### src/rtl/bram_arbiter.sv
// bram_arbiter: two-requester arbiter in front of one synchronous RAM port.
// Requester 0 is video and requester 1 is the CPU. Each accepted request
// drives the RAM port through registers. A read returns two cycles after
// acceptance, and its tag pipeline steers the result to the right requester.
// A burst counter caps consecutive grants to one owner while the other
// requester waits.
//
// Optional feature: define BRAM_ARB_ROUND_ROBIN_EN to resolve simultaneous
// requests round-robin instead of fixed priority (requester 0 first).
module bram_arbiter #(
  parameter int AW        = 10,
  parameter int DW        = 8,
  parameter int BURST_MAX = 4
) (
  input  logic          clk_sys,
  input  logic          reset,
  input  logic          req0,
  input  logic          req1,
  input  logic          we0,
  input  logic          we1,
  input  logic [AW-1:0] addr0,
  input  logic [AW-1:0] addr1,
  input  logic [DW-1:0] wdata0,
  input  logic [DW-1:0] wdata1,
  output logic          gnt0,
  output logic          gnt1,
  output logic          rvalid0,
  output logic          rvalid1,
  output logic [DW-1:0] rdata,
  output logic [AW-1:0] mem_addr,
  output logic          mem_wren,
  output logic [DW-1:0] mem_data,
  input  logic [DW-1:0] mem_q
);

  localparam int CW = $clog2(BURST_MAX) + 1;
  localparam logic [CW-1:0] BMAX = CW'(BURST_MAX);
  localparam logic [CW-1:0] ONE  = CW'(1);

  localparam logic [1:0] S_IDLE = 2'd0;
  localparam logic [1:0] S_OWN0 = 2'd1;
  localparam logic [1:0] S_OWN1 = 2'd2;

  logic [1:0]    state_q, state_d;
  logic [CW-1:0] cnt_q, cnt_d;
  logic          win_any, win1;
  logic          sel_we;
  logic [AW-1:0] sel_addr;
  logic [DW-1:0] sel_wdata;

  logic          gnt0_q, gnt1_q;
  logic [AW-1:0] mem_addr_q;
  logic [DW-1:0] mem_data_q;
  logic          mem_wren_q;
  // Read tag pipeline: [0] is set at acceptance, and [1] lines up with mem_q.
  logic [1:0]    rd_vld_q;
  logic [1:0]    rd_own_q;

  // Pick the winner. A lone requester always wins. A contested cycle goes to
  // the waiting side once the owner has used its whole burst.
  always_comb begin
    win_any = req0 | req1;
    win1    = 1'b0;
    if (req1 && !req0) begin
      win1 = 1'b1;
    end else if (req0 && req1) begin
      if (state_q == S_OWN0 && cnt_q == BMAX) begin
        win1 = 1'b1;
      end else if (state_q == S_OWN1 && cnt_q == BMAX) begin
        win1 = 1'b0;
      end else begin
`ifdef BRAM_ARB_ROUND_ROBIN_EN
        // The requester not granted last wins; from IDLE requester 0 wins.
        win1 = (state_q == S_OWN0);
`else
        win1 = 1'b0;
`endif
      end
    end
  end

  // Mux the winning request onto the RAM-port fields.
  always_comb begin
    sel_we    = win1 ? we1    : we0;
    sel_addr  = win1 ? addr1  : addr0;
    sel_wdata = win1 ? wdata1 : wdata0;
  end

  // Owner state and saturating burst count. The count restarts at 1 whenever
  // ownership changes, including the first grant out of IDLE.
  always_comb begin
    state_d = S_IDLE;
    cnt_d   = '0;
    if (win_any) begin
      state_d = win1 ? S_OWN1 : S_OWN0;
      if (state_d == state_q)
        cnt_d = (cnt_q == BMAX) ? cnt_q : cnt_q + ONE;
      else
        cnt_d = ONE;
    end
  end

  // Arbitration state registers.
  always_ff @(posedge clk_sys or posedge reset) begin
    if (reset) begin
      state_q <= S_IDLE;
      cnt_q   <= '0;
    end else begin
      state_q <= state_d;
      cnt_q   <= cnt_d;
    end
  end

  // Registered grant pulses and RAM-port drive. Address and data hold their
  // last value when idle. Write enable pulses once per accepted write.
  always_ff @(posedge clk_sys or posedge reset) begin
    if (reset) begin
      gnt0_q     <= 1'b0;
      gnt1_q     <= 1'b0;
      mem_wren_q <= 1'b0;
      mem_addr_q <= '0;
      mem_data_q <= '0;
    end else begin
      gnt0_q     <= win_any & ~win1;
      gnt1_q     <= win_any &  win1;
      mem_wren_q <= win_any & sel_we;
      if (win_any) begin
        mem_addr_q <= sel_addr;
        mem_data_q <= sel_wdata;
      end
    end
  end

  // Carry read ownership alongside the RAM latency. Reset drops in-flight
  // reads, so they never produce rvalid.
  always_ff @(posedge clk_sys or posedge reset) begin
    if (reset) begin
      rd_vld_q <= '0;
      rd_own_q <= '0;
    end else begin
      rd_vld_q <= {rd_vld_q[0], win_any & ~sel_we};
      rd_own_q <= {rd_own_q[0], win1};
    end
  end

  assign gnt0     = gnt0_q;
  assign gnt1     = gnt1_q;
  assign mem_addr = mem_addr_q;
  assign mem_wren = mem_wren_q;
  assign mem_data = mem_data_q;
  assign rvalid0  = rd_vld_q[1] & ~rd_own_q[1];
  assign rvalid1  = rd_vld_q[1] &  rd_own_q[1];
  // mem_q is valid in the cycle the tag reaches the last stage. Gating it keeps
  // rdata at 0 in reset and in cycles that return nothing.
  assign rdata    = rd_vld_q[1] ? mem_q : '0;

endmodule

### config.mk
export PLATFORM = sky130hd
export DESIGN_NAME = bram_arbiter
export DESIGN_NICKNAME = d
export VERILOG_FILES = /design/src/rtl/bram_arbiter.sv
export SDC_FILE = /design/constraint.sdc
export NUM_CORES = 1
export LEC_CHECK = 0
export ABC_AREA = 1
export BUFFER_PORTS_ARGS = -buffer_cell sky130_fd_sc_hd__buf_2
export CAP_MARGIN = 10
export CORE_AREA = 2 2 64 66
export CTS_CLUSTER_SIZE = 28
export DETAILED_ROUTE_END_ITERATION = 12
export DIE_AREA = 0 0 66 68
export GPL_TIMING_DRIVEN = 0
export PLACE_DENSITY_LB_ADDON = 0.15
export SKIP_CTS_REPAIR_TIMING = 1
export SYNTH_ARGS = -nofsm -noshare
export SYNTH_HDL_FRONTEND = slang
export SYNTH_SLANG_ARGS = --single-unit
export TNS_END_PERCENT = 100
### constraint.sdc
create_clock -name clk_sys -period 1.4 [get_ports clk_sys]
set_input_delay 0.28 -clock clk_sys [delete_from_list [all_inputs] [get_ports clk_sys]]
set_output_delay 0.28 -clock clk_sys [all_outputs]
set_load 0.05 [all_outputs]
==> After elaboration in Yosys (flattened, before gate mapping) <==
Cells that the tools add are included.
{ "word_totals": {"wordCells": 40, "output_inout_bits": 31, "in_bits": 50, "register_bits": 30} }
{ "op_classes": {"bitwise": 10, "n_mux": 12, "eq_ne": 4, "reduce_logical": 4, "n_addsub": 1} }
{ "op_table": {"columns": ["operator", "n"], "rows": [
  ["two-way mux 8 bit", 2],
  ["two-way mux 10 bit", 1],
  ["two-way mux 3 bit", 3],
  ["bitwise AND 1 bit", 6],
  ["two-way mux 1 bit", 4],
  ["two-way mux 2 bit", 2],
  ["adder 3 x 1 -> 3 bit (second input constant)", 1],
  ["== test 3 bit (second input constant)", 1],
  ["logical AND 1 bit", 3],
  ["!= test 3 bit (second input constant)", 1],
  ["inverter 1 bit", 3],
  ["== test 2 x 1 -> 1 bit (second input constant)", 1],
  ["== test 2 bit", 1],
  ["zero test 1 bit", 1],
  ["OR 1 bit", 1]
]} }

==> Depth between registers and ports, before layout <==
Gate-level depths: netlist (run 1).
{ "depth": {"ltp_word": 9, "depth_mapped": 10, "mapped_depth_nobuf": 9} }

==> Least setup slack after synthesis (run 1) <==
No wires, ideal clock.
{ "synth_timing": {"path_type": "register -> output", "start": "reg rd_vld_q[1]", "end": "out rvalid0", "n_path_buf": 1, "path_stages_with_launch": 4, "setup_slack_ps": -145, "required_ps": 1120, "arrival_ps": 1265, "path_cell_list": "dfrtp_1 -> clkbuf_1 -> inv_1 -> nor2_1"} }
{ "synth_between": {"elab_chain_cells": 1} }
{ "synth_rtl": {"columns": ["element", "line_no", "text"], "rows": [
  ["start: declaration", "56", "logic [1:0] rd_vld_q;"],
  ["start signal: assignment", "141", "rd_vld_q <= {rd_vld_q[0], win_any & ~sel_we};"],
  ["bitwise AND 1 bit", "151", "assign rvalid0 = rd_vld_q[1] & ~rd_own_q[1];"],
  ["end: declaration", "27", "output logic rvalid0,"]
]} }
No other way between the ends.

==> Worst setup path after layout (run 1) <==
{ "layout_timing": {"start": "reg cnt_q[0]", "end": "reg mem_data_q[1] (netlist: mem_data[1])"} }
{ "layout_between": {"elab_chain_cells": 6} }
{ "layout_rtl": {"columns": ["element", "line_no", "text"], "rows": [
  ["start: declaration", "45", "logic [CW-1:0] cnt_q, cnt_d;"],
  ["start signal: assignment", "110", "cnt_q <= cnt_d;"],
  ["== test 3 bit", "67", "if (state_q == S_OWN0 && cnt_q == BMAX) begin"],
  ["logical AND 1 bit", "67", null],
  ["two-way mux 1 bit", "67", null],
  ["two-way mux 1 bit", "66", "end else if (req0 && req1) begin"],
  ["two-way mux 1 bit", "64", "if (req1 && !req0) begin"],
  ["two-way mux 8 bit", "86", "sel_wdata = win1 ? wdata1 : wdata0;"],
  ["end signal: assignment", "129", "mem_data_q <= sel_wdata;"],
  ["end: declaration", "53", "logic [DW-1:0] mem_data_q;"]
]} }
No other way between the ends.
A chain may end at the register's enable or synchronous reset.

==> results of run 1 <==
[area by class of cell]
class                   instances  share of cell area, %
flip-flops and latches         28                  32.15
multi-input cells             110                  30.10
repair buffers                 93                  26.50
inverters                      20                  3.427
well taps                      50                  2.856
clock buffers                   3                  1.885
plain buffers                   5                  1.713
clock inverters                 1                  1.371
[state kept, by name, summed over array words and instances (netlist names)]
| name | count |
|---|---|
| mem_addr | 10 |
| mem_data | 8 |
| cnt_q | 3 |
| rd_own_q | 2 |
| rd_vld_q | 2 |
| gnt1 | 1 |
| mem_wren | 1 |
| state_q | 1 |
[how the worst max path moves through the flow]
| stage | from | end | slack [ns] | cells after the start |
|---|---|---|---|---|
| 4_1_cts | rd_vld_q[1] | rvalid0 | -0.24 | 4 |
| 5_1_grt | cnt_q[0] | mem_addr[8] | -0.15 | 10 |
| 3_5_place_dp | cnt_q[0] | mem_data[1] | -0.20 | 10 |
| 3_3_place_gp | cnt_q[0] | mem_data[1] | -0.20 | 10 |
| 2_1_floorplan | state_q[0] | mem_addr[0] | 0.03 | 8 |
| 6_report | cnt_q[0] | mem_data[1] | -0.05 | 10 |
[layer usage]
layer	track usage, %	wire length, um	vias up
met2	25.63	1866	45
met4	3.061	8	0
met3	4.605	216	2
met1	16.82	1489	632
li1	-	-	688
met5	0	0	-
[critical path: stages, from the launching register on]
cell and delay (ns):
dfrtp_1 0.38, inv_2 0.06, ha_4 0.16, nand2_4 0.07, inv_2 0.04, nand3_4 0.08, nand2_4 0.07, nor2_4 0.24
buf_6 0.18, nand2_2 0.06, nand3_2 0.04
[metrics by stage]
stage | area [um2] | cells | setup WS [ns] | hold slack, ns | setup TNS, ns
floorplan | 1306 | 164 | 0.02861 | 0.3312 | 0
global placement | 1769 | 294 | -0.2041 | 0.3352 | -2.441
detailed placement | 1769 | 294 | -0.1976 | 0.3355 | -2.093
CTS | 1841 | 298 | -0.2366 | 0.1945 | -4.757
global route | 2191 | 310 | -0.1490 | 0.1874 | -2.575
finish | 2191 | 310 | -0.05496 | 0.1950 | -0.6631
[cells in the final DEF, fill, tap and decap left out, drive strengths merged]
| master | count |
|---|---|
| a21oi | 3 |
| nor2 | 7 |
| inv | 20 |
| nand2 | 73 |
| buf | 98 |
| ha | 2 |
| bufinv | 1 |
| dfrtp | 28 |
| xor2 | 1 |
| nand3 | 21 |
| clkbuf | 3 |
| o21ai | 2 |
| nand4 | 1 |
[report_power, final]
group / internal (mW) / total (mW) / switching [mW]
combinational: 0.262 / 0.788 / 0.526
clock: 0.383 / 0.637 / 0.254
sequential: 0.886 / 0.929 / 0.0425
total: 1.53 / 2.35 / 0.823
[cell usage after synthesis, drive strengths merged]
cell type and count:
a21oi 3, buf 5, clkbuf 1, dfrtp 28
ha 2, inv 20, nand2 73, nand3 21
nand4 1, nor2 7, o21ai 2, xor2 1
[cell families after synthesis]
kind of cell | Yosys count | share of synthesized area [%]
buf+inv | 26 | 8.653
simple gates | 102 | 32.98
compound gates | 5 | 1.923
flops | 28 | 53.85
xor+xnor | 1 | 0.6732
fa+ha+maj | 2 | 1.923
==> flow_metrics.tcl, run 1 <==
set metrics [dict create \
    timing.rr.end "mem_data[1]" \
    final-seq-area_um2 704.4 \
    arrival_ns 1.67 \
    reg2reg_depth 10 \
    worstPathRequired_ns 1.62 \
    hp-class "input pin to flop" \
    finClkSkew_ns 0.006917 \
    setup.worst_path.class "flop to flop" \
    status "finished, violations left" \
    yosysTopAreaCell "dfrtp_1" \
    first_global_vias 1135 \
    row_count 23 \
    nets 313 \
    post_drt_wl_per_cell_um 11.55 \
    grt_antenna_before_repair 0 \
    numCtsBuffers 3 \
    synthTopCellsByArea "dfrtp_1 (54%), nand2_1 (20%), nand3_1 (7.7%), inv_1 (5.5%), ha_1 (1.9%)" \
    antenna_left 0 \
    worst-r2r-setup-slack_ns -0.05 \
    core-area_mm2 0.003856 \
    via_per_inst 4.410 \
    start_util_pct 33.74 \
    syn_area_mm2 0.001301 \
    peakVddDrop_mv 0.8397 \
    slew_viol_final 0 \
    hold_viol 0 \
    diodes 0 \
    clk_path_buf_depth 2 \
    grt_pass1_wl_mm 4.912 \
    path_clk_slew_ns 0.10 \
    grt-ovfl-total 0 \
    min_path_cells 3 \
    synth.top_cell.area_share_pct 53.85 \
    leakage_nw 1.269 \
    synth_seq_area_share_pct 53.85 \
    gr-usage-all-layers_pct 14.29 \
    root_buffer "clkbuf_8" \
    fin_crit_sh_pct 103.9 \
    vias 1367 \
    max_cap_violations 0 \
    h-tree-depth 1 \
    ios 81 \
    final_layout_size_suffix_gt1_share_pct 60.00 \
    r2r-start "cnt_q[0]" \
    die_area_mm2 0.004488 \
    hold_start "addr0[9]" \
    io_buffers 80 \
    floorplan.die.height_um 68 \
    drt_first_pass_iters 4 \
    failed_checks "negative setup slack" \
    power.total_mw 2.354 \
    syn2layout_area_growth_pct 68.37 \
    gp_congestion 0.7335 \
    synth.net_count 216 \
    relSlewSlack_pct 30.38 \
    dp_hpwl_mm 2.337 \
    clk_latency_ns 0.28 \
    drt_iter0_drc 27 \
    power_density_mw_per_mm2 1074 \
    tritoncts "yes" \
    finalSetupViolCount 18 \
    synth_cell_types 18 \
    multi_input_area_um2 659.4 \
    syn_inst 164 \
    wl_mm 3.580 \
    fmax_ghz 0.6873 \
    final_util_pct 56.81 \
    grt_max_degree 29 \
    crit_path_end_kind "flop" \
    path_max_fanout 7 \
    nFillCells 381 \
    layout_setup_ws_ns -0.05496 \
    fin_crit_ns 1.455 \
    remaining_drc_errors 0 \
    clock-sinks 28 \
    synth-seq-cells 28 \
    rsz0062_at_grt "true" \
    tightest_slew_ns 1.043 \
    whs_endpoint "mem_addr[9]" \
    ys_warn_count 0 \
    syn_avg_cell_area_um2 7.934 \
    die_w_um 66 \
    startpoint_type "flop" \
]
No activity file was read; power rests on OpenSTA's default activity.
==> run 2: changes to the inputs <==
- BUFFER_PORTS_ARGS: -buffer_cell sky130_fd_sc_hd__buf_2 -> -buffer_cell sky130_fd_sc_hd__clkbuf_2
- SETUP_SLACK_MARGIN: not set -> 0.3
==> run 2 against run 1 <==
Compared with the run above: the flow now finishes without violations; clock power shrank 23%; fmax rose by 4.1%; core utilization is 3.2 points higher; first-iteration DRC count rose by 33%; global-route usage shrank 0.88 points; power down 1.8%; critical path depth shrank 6; sequential share of layout area decreased by 1.8 points; critical path type is now flop to output pin; largest cell class is now buffers; largest power group unchanged.
==> flow_metrics.tcl, run 2 (synthesized netlist as in run 1, its figures left out) <==
set metrics [dict create \
    final_common_cell "clkbuf_2" \
    clk_path_buf_depth 2 \
    h-tree-depth 1 \
    path_clk_slew_ns 0.09 \
    tightest_slew_ns 0.6008 \
    vias 1335 \
    clk_latency_ns 0.27 \
    p_int_mw 1.485 \
    crit_chain "buf_8, nand2_2, clkinvlp_4, buf_6" \
    fin_crit_sh_pct 99.81 \
    tritoncts "yes" \
    peakVddDrop_mv 0.5442 \
    path_max_fanout 10 \
    grt_max_degree 29 \
    largest_reg_flops 10 \
    dpl.cell_count 294 \
    whs_ns 0.05602 \
    die_area_mm2 0.004488 \
    layout_setup_ws_ns 0.002709 \
    gr-usage-all-layers_pct 13.40 \
    nFillCells 358 \
    syn2layout_area_growth_pct 77.79 \
    hold_viol 0 \
    rsz0062_at_grt "true" \
    setup.worst_path.class "flop to output pin" \
    core-area_mm2 0.003856 \
    fin_crit_ns 1.397 \
    relSlewSlack_pct 59.86 \
    final_layout_size_suffix_gt1_share_pct 59.69 \
    seq_power_share_pct 40.8 \
    grt_antenna_before_repair 0 \
    drt_first_pass_iters 4 \
    arrival_ns 1.12 \
    grt_pass1_wl_mm 4.726 \
    ios 81 \
    leakage_nw 1.202 \
    crit_path_end_kind "output pin" \
    cpMaxStageDelayCell "dfrtp_1" \
    final_cells 308 \
    floorplan.die.height_um 68 \
    slew_viol_final 0 \
    hp-class "input pin to asynchronous set/reset pin" \
    post_drt_wl_per_cell_um 11.19 \
    diodes 0 \
    start_util_pct 33.74 \
    antenna_left 0 \
    wl_mm 3.448 \
    startpoint_type "flop" \
    max_stage_delay_ns 0.39 \
    tns_ns 0 \
    status "finished, final reports clean" \
    finalSetupViolCount 0 \
    final_cell_mix "clkbuf_2 (49), nand2_1 (48), buf_6 (32), dfrtp_1 (26), nand2_2 (22)" \
    dp_hpwl_mm 2.324 \
    p_sw_share_pct 35.72 \
    via_per_inst 4.334 \
    row_count 23 \
    comb_power_share_pct 38.1 \
    power.total_mw 2.310 \
    remaining_drc_errors 0 \
    root_buffer "clkbuf_8" \
    clock-sinks 28 \
    die_w_um 66 \
    first_global_vias 1067 \
    grt-ovfl-total 0 \
    fmax_ghz 0.7157 \
    numCtsBuffers 3 \
    max_cap_violations 0 \
    nets 311 \
    power_switching_uw 825.3 \
    dp_slack_ns -0.1351 \
    io_buffers 80 \
    gp_congestion 0.7214 \
    power_density_mw_per_mm2 998.7 \
    power_frac_clock_pct 21.1 \
    worstPathRequired_ns 1.12 \
    drt_iter0_drc 36 \
    finClkSkew_ns 0.002074 \
]
run 2: changes by cell type in the layout (fill, tap and decap cells not counted), moves of 2 or more:
cell	previous run	this run
nand3_2	15	6
buf_6	16	32
inv_2	7	5
clkbuf_2	0	49
clkinvlp_4	0	10
buf_8	1	4
buf_2	74	2
nand3_1	5	14
inv_1	13	5
run 2: worst max-delay path, delay by kind of cell (launching register included):
| kind | cells | cell delay, ns |
|---|---|---|
| AND/OR/NAND/NOR | 1 | 0.08 |
| flip-flops | 1 | 0.39 |
| buffers and inverters | 3 | 0.38 |
run 2: cell type report:
cell class | count | area (um2) | area share, %
sequential | 28 | 703.2 | 30.39
inverter | 20 | 112.6 | 4.867
tap | 50 | 62.56 | 2.704
buffer | 6 | 58.81 | 2.542
multi-input combinational | 110 | 624.3 | 26.99
timing repair buffer | 90 | 696.9 | 30.12
clock buffer | 4 | 55.05 | 2.380
run 2: routing by layer:
| layer | vias to the layer above | GRT usage (%) | wire (um) |
|---|---|---|---|
| met3 | 2 | 3.125 | 269 |
| met1 | 596 | 17.15 | 1407 |
| met2 | 51 | 22.85 | 1754 |
| met4 | 0 | 3.827 | 17 |
| li1 | 686 | - | - |
| met5 | - | 0 | 0 |
run 2: final timing paths:
path                                  start     endpoint  slack, ns  cells after the start
max in group asynchronous             reset         gnt1       0.97                      2
worst min register to register  rd_vld_q[0]  rd_vld_q[1]       0.36                      0
worst min-delay path                  reset  mem_addr[0]       0.06                      2
worst max register to register     cnt_q[1]  mem_addr[2]       0.02                     10
worst max-delay path            rd_vld_q[1]     rdata[3]      0.003                      4
min in group clk_sys               addr0[3]  mem_addr[3]       0.21                      3
run 2: power by group through the flow:
| stage | Clock [mW] | Combinational [mW] | Sequential (mW) |
|---|---|---|---|
| final | 0.488 | 0.880 | 0.942 |
| after global routing | 0.529 | 0.942 | 0.950 |
| after CTS | 0.501 | 0.692 | 0.930 |
| after detailed placement | 0 | 0.691 | 0.945 |
| after global placement | 0 | 0.686 | 0.945 |
| after floorplan | 0 | 0.277 | 1.16 |
run 2: through the flow:
stage | util (%) | instance area [um2]
after floorplan | - | 1398
final | 59.99 | 2313
after CTS | 49.68 | 1916
after global routing | 59.99 | 2313
after global placement | 48.25 | 1861
after detailed placement | 48.25 | 1861
==> run 3: changes to the inputs <==
- CELL_PAD_IN_SITES_DETAIL_PLACEMENT: not set -> 0
- CELL_PAD_IN_SITES_GLOBAL_PLACEMENT: not set -> 1
- CORE_AREA: 2 2 64 66 -> 2 2 74 76
- DIE_AREA: 0 0 66 68 -> 0 0 76 78
==> run 3 against run 2 <==
Compared with the run above: non-clock buffer count rose by 7; fmax shrank 1.2%; the run now ends with negative setup slack left; via count rose by 3.7%; die area is 32% higher; clock power rose by 29%; routed wire length increased by 9.9%; setup slack worse by 0.017 ns.
==> flow_metrics.tcl, run 3 (synthesized netlist as in run 1, its figures left out) <==
set metrics [dict create \
    fmax_ghz 0.7068 \
    gr-usage-all-layers_pct 11.29 \
    root_buffer "clkbuf_8" \
    slew_viol_final 0 \
    tritoncts "yes" \
    status "finished, violations left" \
    fin_crit_sh_pct 101.1 \
    die_w_um 76 \
    hold_viol 0 \
    startpoint_type "flop" \
    crit_buf_inv 3 \
    nets 318 \
    grt_antenna_before_repair 0 \
    design_area_mm2 0.002526 \
    die_area_mm2 0.005928 \
    power.total_mw 2.518 \
    antenna_left 0 \
    final_common_cell "clkbuf_2" \
    max_cap_violations 0 \
    io_buffers 80 \
    fin_crit_ns 1.415 \
    leakage_nw 1.328 \
    grt-ovfl-total 0 \
    gp_congestion 0.7248 \
    arrival_ns 1.13 \
    final_cells 335 \
    clock-sinks 28 \
    clk_path_buf_depth 2 \
    whs_ns 0.01219 \
    post_drt_wl_per_cell_um 11.31 \
    final_cell_mix "clkbuf_2 (49), nand2_1 (38), buf_6 (34), nand2_2 (28), dfrtp_1 (26)" \
    largest_reg_flops 10 \
    syn2layout_area_growth_pct 94.13 \
    hp-class "input pin to asynchronous set/reset pin" \
    core-area_mm2 0.005042 \
    cpMaxStageDelayCell "dfrtp_1" \
    drt_iter0_drc 16 \
    ios 81 \
    peakVddDrop_mv 0.5078 \
    diodes 0 \
    start_util_pct 25.81 \
    drt_first_pass_iters 3 \
    vias 1385 \
    via_per_inst 4.134 \
    layout_setup_ws_ns -0.01476 \
    final_layout_size_suffix_gt1_share_pct 67.17 \
    failed_checks "negative setup slack" \
    crit_chain "buf_8, nand2_2, clkinvlp_4, buf_6" \
    finalSetupViolCount 5 \
    h-tree-depth 1 \
    dpl.cell_count 314 \
    grt_pass1_wl_mm 5.451 \
    grt_max_degree 29 \
    dp_hpwl_mm 2.571 \
    dpl-instance-area_mm2 0.001886 \
    floorplan.die.height_um 78 \
    row_count 26 \
    finClkSkew_ns 0.004880 \
    relSlewSlack_pct 63.82 \
    path_clk_slew_ns 0.10 \
    setup.worst_path.class "flop to output pin" \
    remaining_drc_errors 0 \
    cp_top_family "flip-flops" \
    tightest_slew_ns 0.5421 \
    path_max_fanout 10 \
    clk_latency_ns 0.27 \
    max_stage_delay_ns 0.40 \
    tns_ns -0.02440 \
    numCtsBuffers 3 \
    power_density_mw_per_mm2 996.6 \
    worstPathRequired_ns 1.12 \
    rsz0062_at_grt "true" \
    first_global_vias 1242 \
    wl_mm 3.789 \
    crit_path_end_kind "output pin" \
]
run 3: layout make-up:
cell class	instances	area, um2
plain buffers	6	58.81
well taps	70	87.58
multi-input cells	110	714.4
clock buffers	3	41.29
flip-flops and latches	28	703.2
fillers	498	2516
clock inverters	1	30.03
inverters	20	108.9
repair buffers	97	782.0
run 3: worst paths after layout:
check / start / to / slack (ns) / depth (start not counted)
setup reg to reg: cnt_q[0] / mem_addr[4] / 0 / 10
hold reg to reg: rd_own_q[0] / rd_own_q[1] / 0.35 / 0
min in group clk_sys: addr0[0] / mem_addr[0] / 0.20 / 3
setup / recovery: rd_vld_q[1] / rdata[3] / -0.01 / 4
max in group asynchronous: reset / gnt1 / 0.91 / 3
hold / removal: reset / mem_data[4] / 0.01 / 2
run 3: where the power goes:
part           internal, mW  switching, mW  total (mW)
clock                 0.383          0.249       0.631
sequential            0.887         0.0575       0.944
combinational         0.385          0.557       0.942
total                  1.65          0.863        2.52
run 3: metal layers:
metal	global-route usage (%)	wire (um)
met1	14.05	1511
met2	19.73	2014
met3	2.093	225
met4	3.818	38
met5	0	0
run 3: per-stage QoR:
stage / utilization (%) / setup slack [ns]
after CTS: 38.81 / -0.1699
after detailed placement: 37.39 / -0.1423
after global placement: 37.39 / -0.1670
after global routing: 50.10 / -0.08548
after floorplan: - / 0.07045
final: 50.10 / -0.01476
run 3: worst reg2reg max path: cells and delay by family (launching register included):
| family | cells | cell delay [ns] |
|---|---|---|
| buf+inv | 4 | 0.40 |
| simple gates | 5 | 0.37 |
| fa+ha+maj | 1 | 0.16 |
| flops | 1 | 0.37 |
